### config.mk
export PLATFORM = sky130hd
export DESIGN_NAME = exec_mdu_ctrl_flat
export DESIGN_NICKNAME = d
export VERILOG_FILES = /design/src/rtl/exec_mdu_ctrl_if.sv /design/src/rtl/exec_mdu_ctrl.sv /design/src/flat_wrapper.sv
export SDC_FILE = /design/constraint.sdc
export NUM_CORES = 2
export LEC_CHECK = 0
export BUFFER_PORTS_ARGS = -buffer_cell sky130_fd_sc_hd__clkbuf_2
export CAP_MARGIN = 0
export CORE_ASPECT_RATIO = 0.7
export CORE_MARGIN = 2
export CORE_UTILIZATION = 48
export DETAILED_ROUTE_END_ITERATION = 8
export GPL_TIMING_DRIVEN = 0
export PLACE_DENSITY = 0.61
export SYNTH_ARGS = -nofsm -noshare
export SYNTH_HDL_FRONTEND = slang
export SYNTH_SLANG_ARGS = --single-unit
### constraint.sdc
create_clock -name clk_i -period 6.1 [get_ports clk_i]
set_input_delay 1.22 -clock clk_i [delete_from_list [all_inputs] [get_ports clk_i]]
set_output_delay 1.22 -clock clk_i [all_outputs]
set_load 0.02 [all_outputs]
### src/rtl/exec_mdu_ctrl_if.sv
// Issue/result bundle between the execute stage (master) and the multi-cycle
// multiply/divide sequencer (slave).
interface exec_mdu_ctrl_if #(
  parameter int XLEN = 64
);
  logic            start_i;
  logic [1:0]      op_i;
  logic [XLEN-1:0] a_i;
  logic [XLEN-1:0] b_i;
  logic            kill_i;
  logic            stall_o;
  logic            busy_o;
  logic            done_o;
  logic [XLEN-1:0] result_o;
  logic            zf_o;
  logic            sf_o;
  logic            of_o;
  logic            dz_o;

  modport master (
    output start_i, op_i, a_i, b_i, kill_i,
    input  stall_o, busy_o, done_o, result_o, zf_o, sf_o, of_o, dz_o
  );

  modport slave (
    input  start_i, op_i, a_i, b_i, kill_i,
    output stall_o, busy_o, done_o, result_o, zf_o, sf_o, of_o, dz_o
  );
endinterface

### src/rtl/exec_mdu_ctrl.sv
// Multi-cycle mulq/divq/remq sequencer for the execute stage: shift-add multiply,
// restoring divide. Define MDU_EARLY_EXIT_EN to stop MUL once the multiplier runs out of set bits.
module exec_mdu_ctrl #(
  parameter int XLEN  = 64,
  parameter int CNT_W = 7
) (
  input  logic           clk_i,
  input  logic           rst_n_i,
  exec_mdu_ctrl_if.slave mdu
);

  typedef enum logic [1:0] {ST_IDLE, ST_MUL, ST_DIV, ST_DONE} state_t;

  state_t            state_q;
  logic [CNT_W-1:0]  cnt_q;
  logic [1:0]        op_q;
  logic [XLEN-1:0]   divisor_q;
  logic [XLEN-1:0]   mplier_q;
  logic [XLEN-1:0]   quot_q;
  logic [XLEN-1:0]   rem_q;
  logic [XLEN-1:0]   result_q;
  logic [2*XLEN-1:0] prod_q;
  logic [2*XLEN-1:0] mcand_q;
  logic              done_q, zf_q, sf_q, of_q, dz_q;

  logic              issue;
  logic              is_div_op;
  logic [2*XLEN-1:0] prod_nxt;
  logic [XLEN:0]     rem_shift;
  logic              div_ge;
  logic [XLEN-1:0]   rem_nxt;
  logic [XLEN-1:0]   quot_nxt;
  logic [XLEN-1:0]   div_res;
  logic [XLEN-1:0]   dz_res;
  logic              div_last;
  logic              mul_last;

  assign issue     = mdu.start_i && !mdu.kill_i;
  assign is_div_op = (mdu.op_i == 2'd1) || (mdu.op_i == 2'd2);
  assign dz_res    = (mdu.op_i == 2'd1) ? '1 : mdu.b_i;

  assign prod_nxt  = mplier_q[0] ? (prod_q + mcand_q) : prod_q;

  // The partial remainder is always below the divisor once restored, so the
  // low XLEN bits of the subtraction are exact whenever div_ge holds.
  assign rem_shift = {rem_q, quot_q[XLEN-1]};
  assign div_ge    = (rem_shift >= {1'b0, divisor_q});
  assign rem_nxt   = div_ge ? (rem_shift[XLEN-1:0] - divisor_q) : rem_shift[XLEN-1:0];
  assign quot_nxt  = {quot_q[XLEN-2:0], div_ge};
  assign div_res   = (op_q == 2'd2) ? rem_nxt : quot_nxt;

  assign div_last  = (cnt_q == CNT_W'(1));
`ifdef MDU_EARLY_EXIT_EN
  assign mul_last  = div_last || (mplier_q[XLEN-1:1] == '0);
`else
  assign mul_last  = div_last;
`endif

  assign mdu.stall_o  = rst_n_i && !mdu.kill_i &&
                        ((state_q == ST_IDLE) ? mdu.start_i : (state_q != ST_DONE));
  assign mdu.busy_o   = (state_q != ST_IDLE);
  assign mdu.done_o   = done_q;
  assign mdu.result_o = result_q;
  assign mdu.zf_o     = zf_q;
  assign mdu.sf_o     = sf_q;
  assign mdu.of_o     = of_q;
  assign mdu.dz_o     = dz_q;

  always_ff @(posedge clk_i or negedge rst_n_i) begin
    if (!rst_n_i) begin
      state_q   <= ST_IDLE;
      cnt_q     <= '0;
      op_q      <= '0;
      divisor_q <= '0;
      mplier_q  <= '0;
      quot_q    <= '0;
      rem_q     <= '0;
      prod_q    <= '0;
      mcand_q   <= '0;
      result_q  <= '0;
      done_q    <= 1'b0;
      zf_q      <= 1'b0;
      sf_q      <= 1'b0;
      of_q      <= 1'b0;
      dz_q      <= 1'b0;
    end else begin
      done_q <= 1'b0;
      case (state_q)
        ST_IDLE: begin
          if (issue) begin
            op_q      <= mdu.op_i;
            divisor_q <= mdu.a_i;
            mplier_q  <= mdu.a_i;
            quot_q    <= mdu.b_i;
            rem_q     <= '0;
            prod_q    <= '0;
            mcand_q   <= {{XLEN{1'b0}}, mdu.b_i};
            cnt_q     <= CNT_W'(XLEN);
            if (!is_div_op) begin
              state_q <= ST_MUL;
            end else if (mdu.a_i == '0) begin
              result_q <= dz_res;
              zf_q     <= (dz_res == '0);
              sf_q     <= dz_res[XLEN-1];
              of_q     <= 1'b1;
              dz_q     <= 1'b1;
              done_q   <= 1'b1;
              state_q  <= ST_DONE;
            end else begin
              state_q <= ST_DIV;
            end
          end
        end
        ST_MUL: begin
          if (mdu.kill_i) begin
            state_q <= ST_IDLE;
          end else begin
            prod_q   <= prod_nxt;
            mcand_q  <= mcand_q << 1;
            mplier_q <= mplier_q >> 1;
            cnt_q    <= cnt_q - CNT_W'(1);
            if (mul_last) begin
              result_q <= prod_nxt[XLEN-1:0];
              zf_q     <= (prod_nxt[XLEN-1:0] == '0);
              sf_q     <= prod_nxt[XLEN-1];
              of_q     <= |prod_nxt[2*XLEN-1:XLEN];
              dz_q     <= 1'b0;
              done_q   <= 1'b1;
              state_q  <= ST_DONE;
            end
          end
        end
        ST_DIV: begin
          if (mdu.kill_i) begin
            state_q <= ST_IDLE;
          end else begin
            rem_q  <= rem_nxt;
            quot_q <= quot_nxt;
            cnt_q  <= cnt_q - CNT_W'(1);
            if (div_last) begin
              result_q <= div_res;
              zf_q     <= (div_res == '0);
              sf_q     <= div_res[XLEN-1];
              of_q     <= 1'b0;
              dz_q     <= 1'b0;
              done_q   <= 1'b1;
              state_q  <= ST_DONE;
            end
          end
        end
        // start_i here still belongs to the instruction just completed.
        ST_DONE: state_q <= ST_IDLE;
        default: state_q <= ST_IDLE;
      endcase
    end
  end

endmodule

### src/flat_wrapper.sv
// flat-port wrapper written by rule: the top's interface ports become plain ports
module exec_mdu_ctrl_flat 
#(
  parameter int XLEN  = 64,
  parameter int CNT_W = 7
)
  (clk_i, rst_n_i, mdu_start_i, mdu_op_i, mdu_a_i, mdu_b_i, mdu_kill_i, mdu_stall_o, mdu_busy_o, mdu_done_o, mdu_result_o, mdu_zf_o, mdu_sf_o, mdu_of_o, mdu_dz_o);
  exec_mdu_ctrl_if #(.XLEN(XLEN)) mdu_i ();
  input  logic clk_i;
  input  logic rst_n_i;
  input wire logic [$bits(mdu_i.start_i)-1:0] mdu_start_i;
  input wire logic [$bits(mdu_i.op_i)-1:0] mdu_op_i;
  input wire logic [$bits(mdu_i.a_i)-1:0] mdu_a_i;
  input wire logic [$bits(mdu_i.b_i)-1:0] mdu_b_i;
  input wire logic [$bits(mdu_i.kill_i)-1:0] mdu_kill_i;
  output wire logic [$bits(mdu_i.stall_o)-1:0] mdu_stall_o;
  output wire logic [$bits(mdu_i.busy_o)-1:0] mdu_busy_o;
  output wire logic [$bits(mdu_i.done_o)-1:0] mdu_done_o;
  output wire logic [$bits(mdu_i.result_o)-1:0] mdu_result_o;
  output wire logic [$bits(mdu_i.zf_o)-1:0] mdu_zf_o;
  output wire logic [$bits(mdu_i.sf_o)-1:0] mdu_sf_o;
  output wire logic [$bits(mdu_i.of_o)-1:0] mdu_of_o;
  output wire logic [$bits(mdu_i.dz_o)-1:0] mdu_dz_o;
  assign mdu_i.start_i = mdu_start_i;
  assign mdu_i.op_i = mdu_op_i;
  assign mdu_i.a_i = mdu_a_i;
  assign mdu_i.b_i = mdu_b_i;
  assign mdu_i.kill_i = mdu_kill_i;
  assign mdu_stall_o = mdu_i.stall_o;
  assign mdu_busy_o = mdu_i.busy_o;
  assign mdu_done_o = mdu_i.done_o;
  assign mdu_result_o = mdu_i.result_o;
  assign mdu_zf_o = mdu_i.zf_o;
  assign mdu_sf_o = mdu_i.sf_o;
  assign mdu_of_o = mdu_i.of_o;
  assign mdu_dz_o = mdu_i.dz_o;
  exec_mdu_ctrl #(.XLEN(XLEN), .CNT_W(CNT_W)) u_core (.clk_i(clk_i), .rst_n_i(rst_n_i), .mdu(mdu_i));
endmodule
### Yosys cells after proc, flatten, opt, wreduce, memory -nomap -nowiden

Index checks and enable logic that the tools add are counted.

| operators by class | value |
|---|---|
| shift operators | 0 |
| $mul | 0 |
| div/mod/pow operators | 0 |
| $lt $le $gt $ge | 1 |
| equal/unequal tests | 18 |
| $add $sub $neg | 3 |
| mux-type cells | 68 |
| reduce and logical (&&, ||, !) cells | 24 |
| bitwise operators | 0 |

Operators with widths:

| kind | count |
|---|---|
| 2-to-1 mux 64 bit | 16 |
| 2-to-1 mux 128 bit | 5 |
| case mux 128 bit (2 select lines) | 2 |
| case mux 64 bit (2 select lines) | 3 |
| logical NOT 64 bit | 4 |
| case mux 64 bit (3 select lines) | 1 |
| adder 128 bit | 1 |
| greater-or-equal comparator 65 x 64 -> 1 bit | 1 |
| OR reduction 64 bit | 1 |
| subtractor 64 bit | 1 |
| 2-to-1 mux 1 bit | 28 |
| 2-to-1 mux 7 bit | 2 |
| case mux 7 bit (2 select lines) | 1 |
| inequality test 2 x 1 -> 1 bit, second input constant | 5 |
| inequality test 2 bit, second input constant | 5 |
| case mux 1 bit (3 select lines) | 3 |
| AND reduction 3 bit | 3 |
| equality test 2 bit, second input constant | 4 |
| 2-to-1 mux 2 bit | 4 |
| AND reduction 8 bit | 1 |
| nonzero test 2 bit | 4 |
| equality test 7 x 1 -> 1 bit, second input constant | 1 |
| subtractor 7 x 1 -> 7 bit, second input constant | 1 |
| case mux 2 bit (3 select lines) | 1 |
| 11 further kinds | 16 |

| word-level totals | value |
|---|---|
| output and inout port bits | 71 |
| bits in read-only memories | 0 |
| memories | 0 |
| RAM bits | 0 |
| bits in latches | 0 |
| input port bits | 134 |
| bits in registers | 592 |

### Depth between registers and ports, before layout

| depth | value |
|---|---|
| depth in word-level cells | 7 |
| mapped depth | 21 |
| gate-level depth less buffers | 18 |

### Worst setup path after synthesis

OpenSTA, ideal clock, no wires.

| timing path | value |
|---|---|
| path type | register to register |
| from | register u_core.rem_q[27] |
| to | register u_core.zf_q (netlist: u_core.mdu.zf_o) |
| slack | 2049 ps |
| path buffers | 2 |
| stages on the path, launching flop included | 18 |
| arrival | 3980 ps |
| path through | dfrtp_1 ha_1 buf_2 and4_4 nor4b_1 nand2_1 a211oi_1 o2111ai_2 a21o_1 buf_4 nand2_4 mux2_1 mux2_2 or4_1 nor4_1 and4_1 a31oi_1 nor2_1 |

| on the way | value |
|---|---|
| cells in the longest elaborated chain, start to end | 7 |
| elaborated cells between the ends (all ways) | 8 |
| those cells by class | add/sub (1); order compare (1); mux (5); reduce/logical (1) |

RTL lines:

| what | RTL line | text |
|---|---|---|
| start: declaration | exec_mdu_ctrl.sv:20 | `logic [XLEN-1:0] rem_q;` |
| start signal: assignment | exec_mdu_ctrl.sv:137 | `rem_q <= rem_nxt;` |
| subtractor 64 bit or greater-or-equal comparator 65 x 64 -> 1 bit (tied branches) | exec_mdu_ctrl.sv:48, exec_mdu_ctrl.sv:47 |  |
| 2-to-1 mux 64 bit | exec_mdu_ctrl.sv:48 | `assign rem_nxt = div_ge ? (rem_shift[XLEN-1:0] - divisor_q) : rem_shift[XLEN-1:0];` |
| 2-to-1 mux 64 bit * | exec_mdu_ctrl.sv:50 | `assign div_res = (op_q == 2'd2) ? rem_nxt : quot_nxt;` |
| logical NOT 64 bit * | exec_mdu_ctrl.sv:142 | `zf_q <= (div_res == '0);` |
| 2-to-1 mux 1 bit * | exec_mdu_ctrl.sv:140 | `if (div_last) begin` |
| 2-to-1 mux 1 bit * | exec_mdu_ctrl.sv:134 | `if (mdu.kill_i) begin` |
| case mux 1 bit (3 select lines) * | exec_mdu_ctrl.sv:88 | `case (state_q)` |
| end signal: assignment | exec_mdu_ctrl.sv:103 | `zf_q <= (dz_res == '0);` |
| end signal: assignment | exec_mdu_ctrl.sv:124 | `zf_q <= (prod_nxt[XLEN-1:0] == '0);` |
| end signal: assignment | exec_mdu_ctrl.sv:142 |  |
| end: declaration | exec_mdu_ctrl.sv:24 | `logic done_q, zf_q, sf_q, of_q, dz_q;` |

Mark *: on every way between the ends. The rest lies on a longest branch, timed or not. The select of a mux whose other input is x is not followed.
A chain may end at the register's enable or synchronous reset.

### Worst setup path in the final report

| timing path | value |
|---|---|
| from | register u_core.mplier_q[0] |
| to | register u_core.of_q (netlist: u_core.mdu.of_o) |

| on the way | value |
|---|---|
| cells in the longest elaborated chain, start to end | 5 |

RTL lines:

| what | RTL line | text |
|---|---|---|
| start: declaration | exec_mdu_ctrl.sv:18 | `logic [XLEN-1:0] mplier_q;` |
| start signal: assignment | exec_mdu_ctrl.sv:93 | `mplier_q <= mdu.a_i;` |
| start signal: assignment | exec_mdu_ctrl.sv:120 | `mplier_q <= mplier_q >> 1;` |
| 2-to-1 mux 128 bit | exec_mdu_ctrl.sv:42 | `assign prod_nxt = mplier_q[0] ? (prod_q + mcand_q) : prod_q;` |
| OR reduction 64 bit | exec_mdu_ctrl.sv:126 | `of_q <= \|prod_nxt[2*XLEN-1:XLEN];` |
| 2-to-1 mux 1 bit | exec_mdu_ctrl.sv:122 | `if (mul_last) begin` |
| 2-to-1 mux 1 bit | exec_mdu_ctrl.sv:115 | `if (mdu.kill_i) begin` |
| case mux 1 bit (3 select lines) | exec_mdu_ctrl.sv:88 |  |
| end signal: assignment | exec_mdu_ctrl.sv:126 |  |
| end: declaration | exec_mdu_ctrl.sv:24 |  |

Every way passes these cells. The select of a mux whose other input is x is not followed.

==> results.md <==
- Outcome: complete, but fails checks
- Violated checks: capacitance limit, slew limit, setup timing
- Clock slew at the register clock pins of the worst setup and hold paths: 0.07 ns
- Routed len/inst: around 31 um
- RR Endpoint: u_core.mdu.of_o
- Routability Congestion: roughly 1.1
- Path type of the worst setup path: flop to flop
- Startpoint types: flop
- Final Core Density: between 50% and 60%
- Antenna-violating nets left: 0
- Tmin final: ~6.3 ns
- Worst hold-check path type: input port to asynchronous set/reset pin
- Post-synth top area share: between 30% and 40%
- FMAX: 160 MHz
- Register area share after synthesis: 34.8%
- Vias in the first global route: ~40000
- Syn. warnings: 0
- Dpl cell area: around 45000 um2
- Dpl hpwl: 170000 um
- Count leader, synth: nand2_1
- Final WS setup: -0.167 ns
- Rows: slightly above 90
- Synthesis-to-finish area growth: 12.5%
- Clock Tree Buf Depth: 3
- CTS Sinks: 591
- Largest area contributor in the netlist: dfrtp_1
- Via count: ~45000
- R2R setup slack: -0.17 ns
- Fill count: 8656
- Num ports: about 210
- Post-CTS Hold Buffers: 0
- Final WL: about 210000 um
- Worst-Margin Slew: between 1.5 and 2 ns
- Share of cells above drive strength 1: under 10%
- Dpl ws: -1.34 ns
- Core area: 88000 um2
- Worst Clk Skew: 0.0227 ns
- Hold Fails Final Rpt: 0
- Unrepaired setup endpoints after global routing: true
- Critical Path End Type: flop
- Critical path required time: approximately 6.6 ns
- Clock H-tree levels: 3
- Slew Limit Fails: 23
- DRC viols: 0
- Maximum Capacitance Violations: 5
- Worst VDD drop: between 200 and 300 uV
- Top_reg_cell synth: dfrtp_1
- Area contributors post-synth: dfrtp_1 (35%), nand2_1 (8.6%), o21ai_0 (7.6%)
- CTS tree: yes
- Die H: about 250 um
- CTS buffer count: ~70
- Pwr Total: between 20000 and 25000 uW
- Initial core utilization: between 40% and 50%
- WP data arrival: about 6.8 ns
- Drt via density: between 6 and 7
- Most frequent cells after synthesis: nand2_1 (970), o21ai_0 (648), dfrtp_1 (591)
- First-pass GRT wire length: approximately 300000 um
- CTS root buffer: clkbuf_16
- Die area: a little over 90000 um2
- Fin area: approximately 48000 um2
- Port Buf Inserts: just over 200
- Detailed Route Iter0 Violations: about 7400
- Lkg Pwr: 0.0208 uW
- Pwr per Cell Area: around 480 nW/um2
- Nets: slightly below 6000
- Syn nets: around 5600
- Number of flops mapped to enable cells by yosys: 0
- Avg Inst Size Synth: approximately 8.1 um2
- Initial antenna violation count: 18
- Worst hold slack: between 0.4 and 0.5 ns
- Grt total ovfl: 0
- Worst Path Max Fanout: 19
- R2R Path Start: u_core.mplier_q[0]
- 1st-pass router iterations: 9
- Final setup violation count: 4
- Die Span X: between 300 and 400 um
- Slew HR: -5.09%
- Fin crit share: 103%
- #FFs+latches synth: 591
- Worst reg2reg path depth: 10
- Post-synthesis cell area: approximately 43000 um2
- Unique masters post-synth: 96
- Clock latency on the worst-skew pair: between 0.6 and 0.7 ns
- Largest net degree at the start of global routing: about 110
- Post-synthesis async set-or-reset flop share: 100%
- Cells after synthesis: roughly 5300
- Gr usage total: between 40 and 50%
## power by group
group	total [uW]	switching [uW]	internal [uW]	leakage [uW]
clock	4520	1950	2570	0.00114
sequential	6230	1100	5130	0.00770
combinational	12100	8550	3540	0.0119
total	22800	11600	11200	0.0208
## timing repair
action | in CTS | in global routing
setup buffers | 0 | 2
gates resized for setup | 23 | 23
endpoints found under the setup margin | 82 | 24
pin swaps | 0 | 4
## through the flow
step                      instances  TNS (ns)
after floorplan                5284         0
after global placement         6650  -6427.92
after detailed placement       6657    -49.44
after CTS                      6779         0
after global routing           6786    -0.160
final                          6793    -0.376
## registers in the layout, summed over array words and instances, names as in the netlist
| name | cells |
|---|---|
| u_core.mcand_q | 128 |
| u_core.prod_q | 128 |
| u_core.divisor_q | 64 |
| u_core.mplier_q | 64 |
| u_core.quot_q | 64 |
| u_core.rem_q | 64 |
| u_core.mdu.result_o | 63 |
| u_core.cnt_q | 7 |
| u_core.op_q | 2 |
| u_core.state_q | 2 |
| u_core.mdu.done_o | 1 |
| u_core.mdu.dz_o | 1 |
| u_core.mdu.of_o | 1 |
| u_core.mdu.sf_o | 1 |
| u_core.mdu.zf_o | 1 |
## cell families after synthesis
logic type	after synthesis	share of synthesized area, %
simple gates	1890	19.9
mux	384	9.37
fa+ha+maj	201	5.94
compound gates	1581	22.2
xor+xnor	180	3.70
buf+inv	457	4.14
flops	591	34.8
## cells in the final DEF, fill, tap and decap left out, drive strengths merged, types with 11 or more instances in the layout
master | synthesis | layout
a211oi | 33 | 33
a21boi | 19 | 19
a21o | 83 | 83
a21oi | 398 | 398
a22o | 22 | 22
a31oi | 36 | 36
and2 | 20 | 20
and3 | 20 | 20
buf | 54 | 57
clkbuf | 273 | 573
clkinv | 2 | 16
dfrtp | 591 | 591
diode | 0 | 11
ha | 199 | 199
inv | 128 | 130
mux2 | 114 | 114
mux2i | 270 | 270
nand2 | 971 | 971
nand2b | 37 | 37
nand3 | 162 | 162
nand4 | 110 | 110
nor2 | 319 | 319
nor2b | 24 | 24
nor3 | 77 | 77
nor4 | 72 | 72
o211ai | 32 | 32
o21a | 43 | 43
o21ai | 670 | 670
o21bai | 36 | 36
o22ai | 19 | 19
o31ai | 49 | 49
or3 | 17 | 17
xnor2 | 103 | 103
xor2 | 77 | 77
## worst max-delay path, cell delays in order, from the launching register on
cell and delay, ns:
dfrtp_1 0.60, buf_1 0.55, buf_2 0.66, clkdlybuf4s15_2 0.80
buf_2 0.73, buf_2 0.62, buf_2 0.53, buf_1 0.80
a21oi_1 0.42, nor2_1 0.20, a31oi_1 0.14
## area by class of cell
cell class / instances / area, um2 / share of cell area (%)
multi-input cells: 4236 / 26200 / 54.8
flip-flops and latches: 591 / 14800 / 30.9
clock buffers: 94 / 1960 / 4.10
well taps: 1162 / 1450 / 3.04
plain buffers: 326 / 1300 / 2.72
repair buffers: 214 / 1240 / 2.59
inverters: 130 / 488 / 1.02
clock inverters: 29 / 384 / 0.803
diodes: 11 / 27.5 / 0.0575
## routing by layer
layer | track usage [%] | part of all wire [%] | up-vias
li1 | - | - | 19563
met1 | 69.7 | 46 | 22440
met2 | 49.7 | 33 | 3198
met3 | 27.4 | 19 | 251
met4 | 6.53 | 1.5 | 15
met5 | 1.54 | 0.23 | -
## worst max-delay path by stage
stage | start | end | depth (start not counted)
after global routing | u_core.mcand_q[0] | u_core.mdu.of_o | 16
after floorplan | u_core.rem_q[27] | u_core.mdu.zf_o | 17
after global placement | rst_n_i | u_core.divisor_q[6] | 1
after CTS | mdu_a_i[12] | u_core.mdu.result_o[30] | 12
final | u_core.mplier_q[0] | u_core.mdu.of_o | 10
after detailed placement | u_core.mplier_q[0] | u_core.mdu.of_o | 11
No activity file was read; power rests on OpenSTA's default activity.
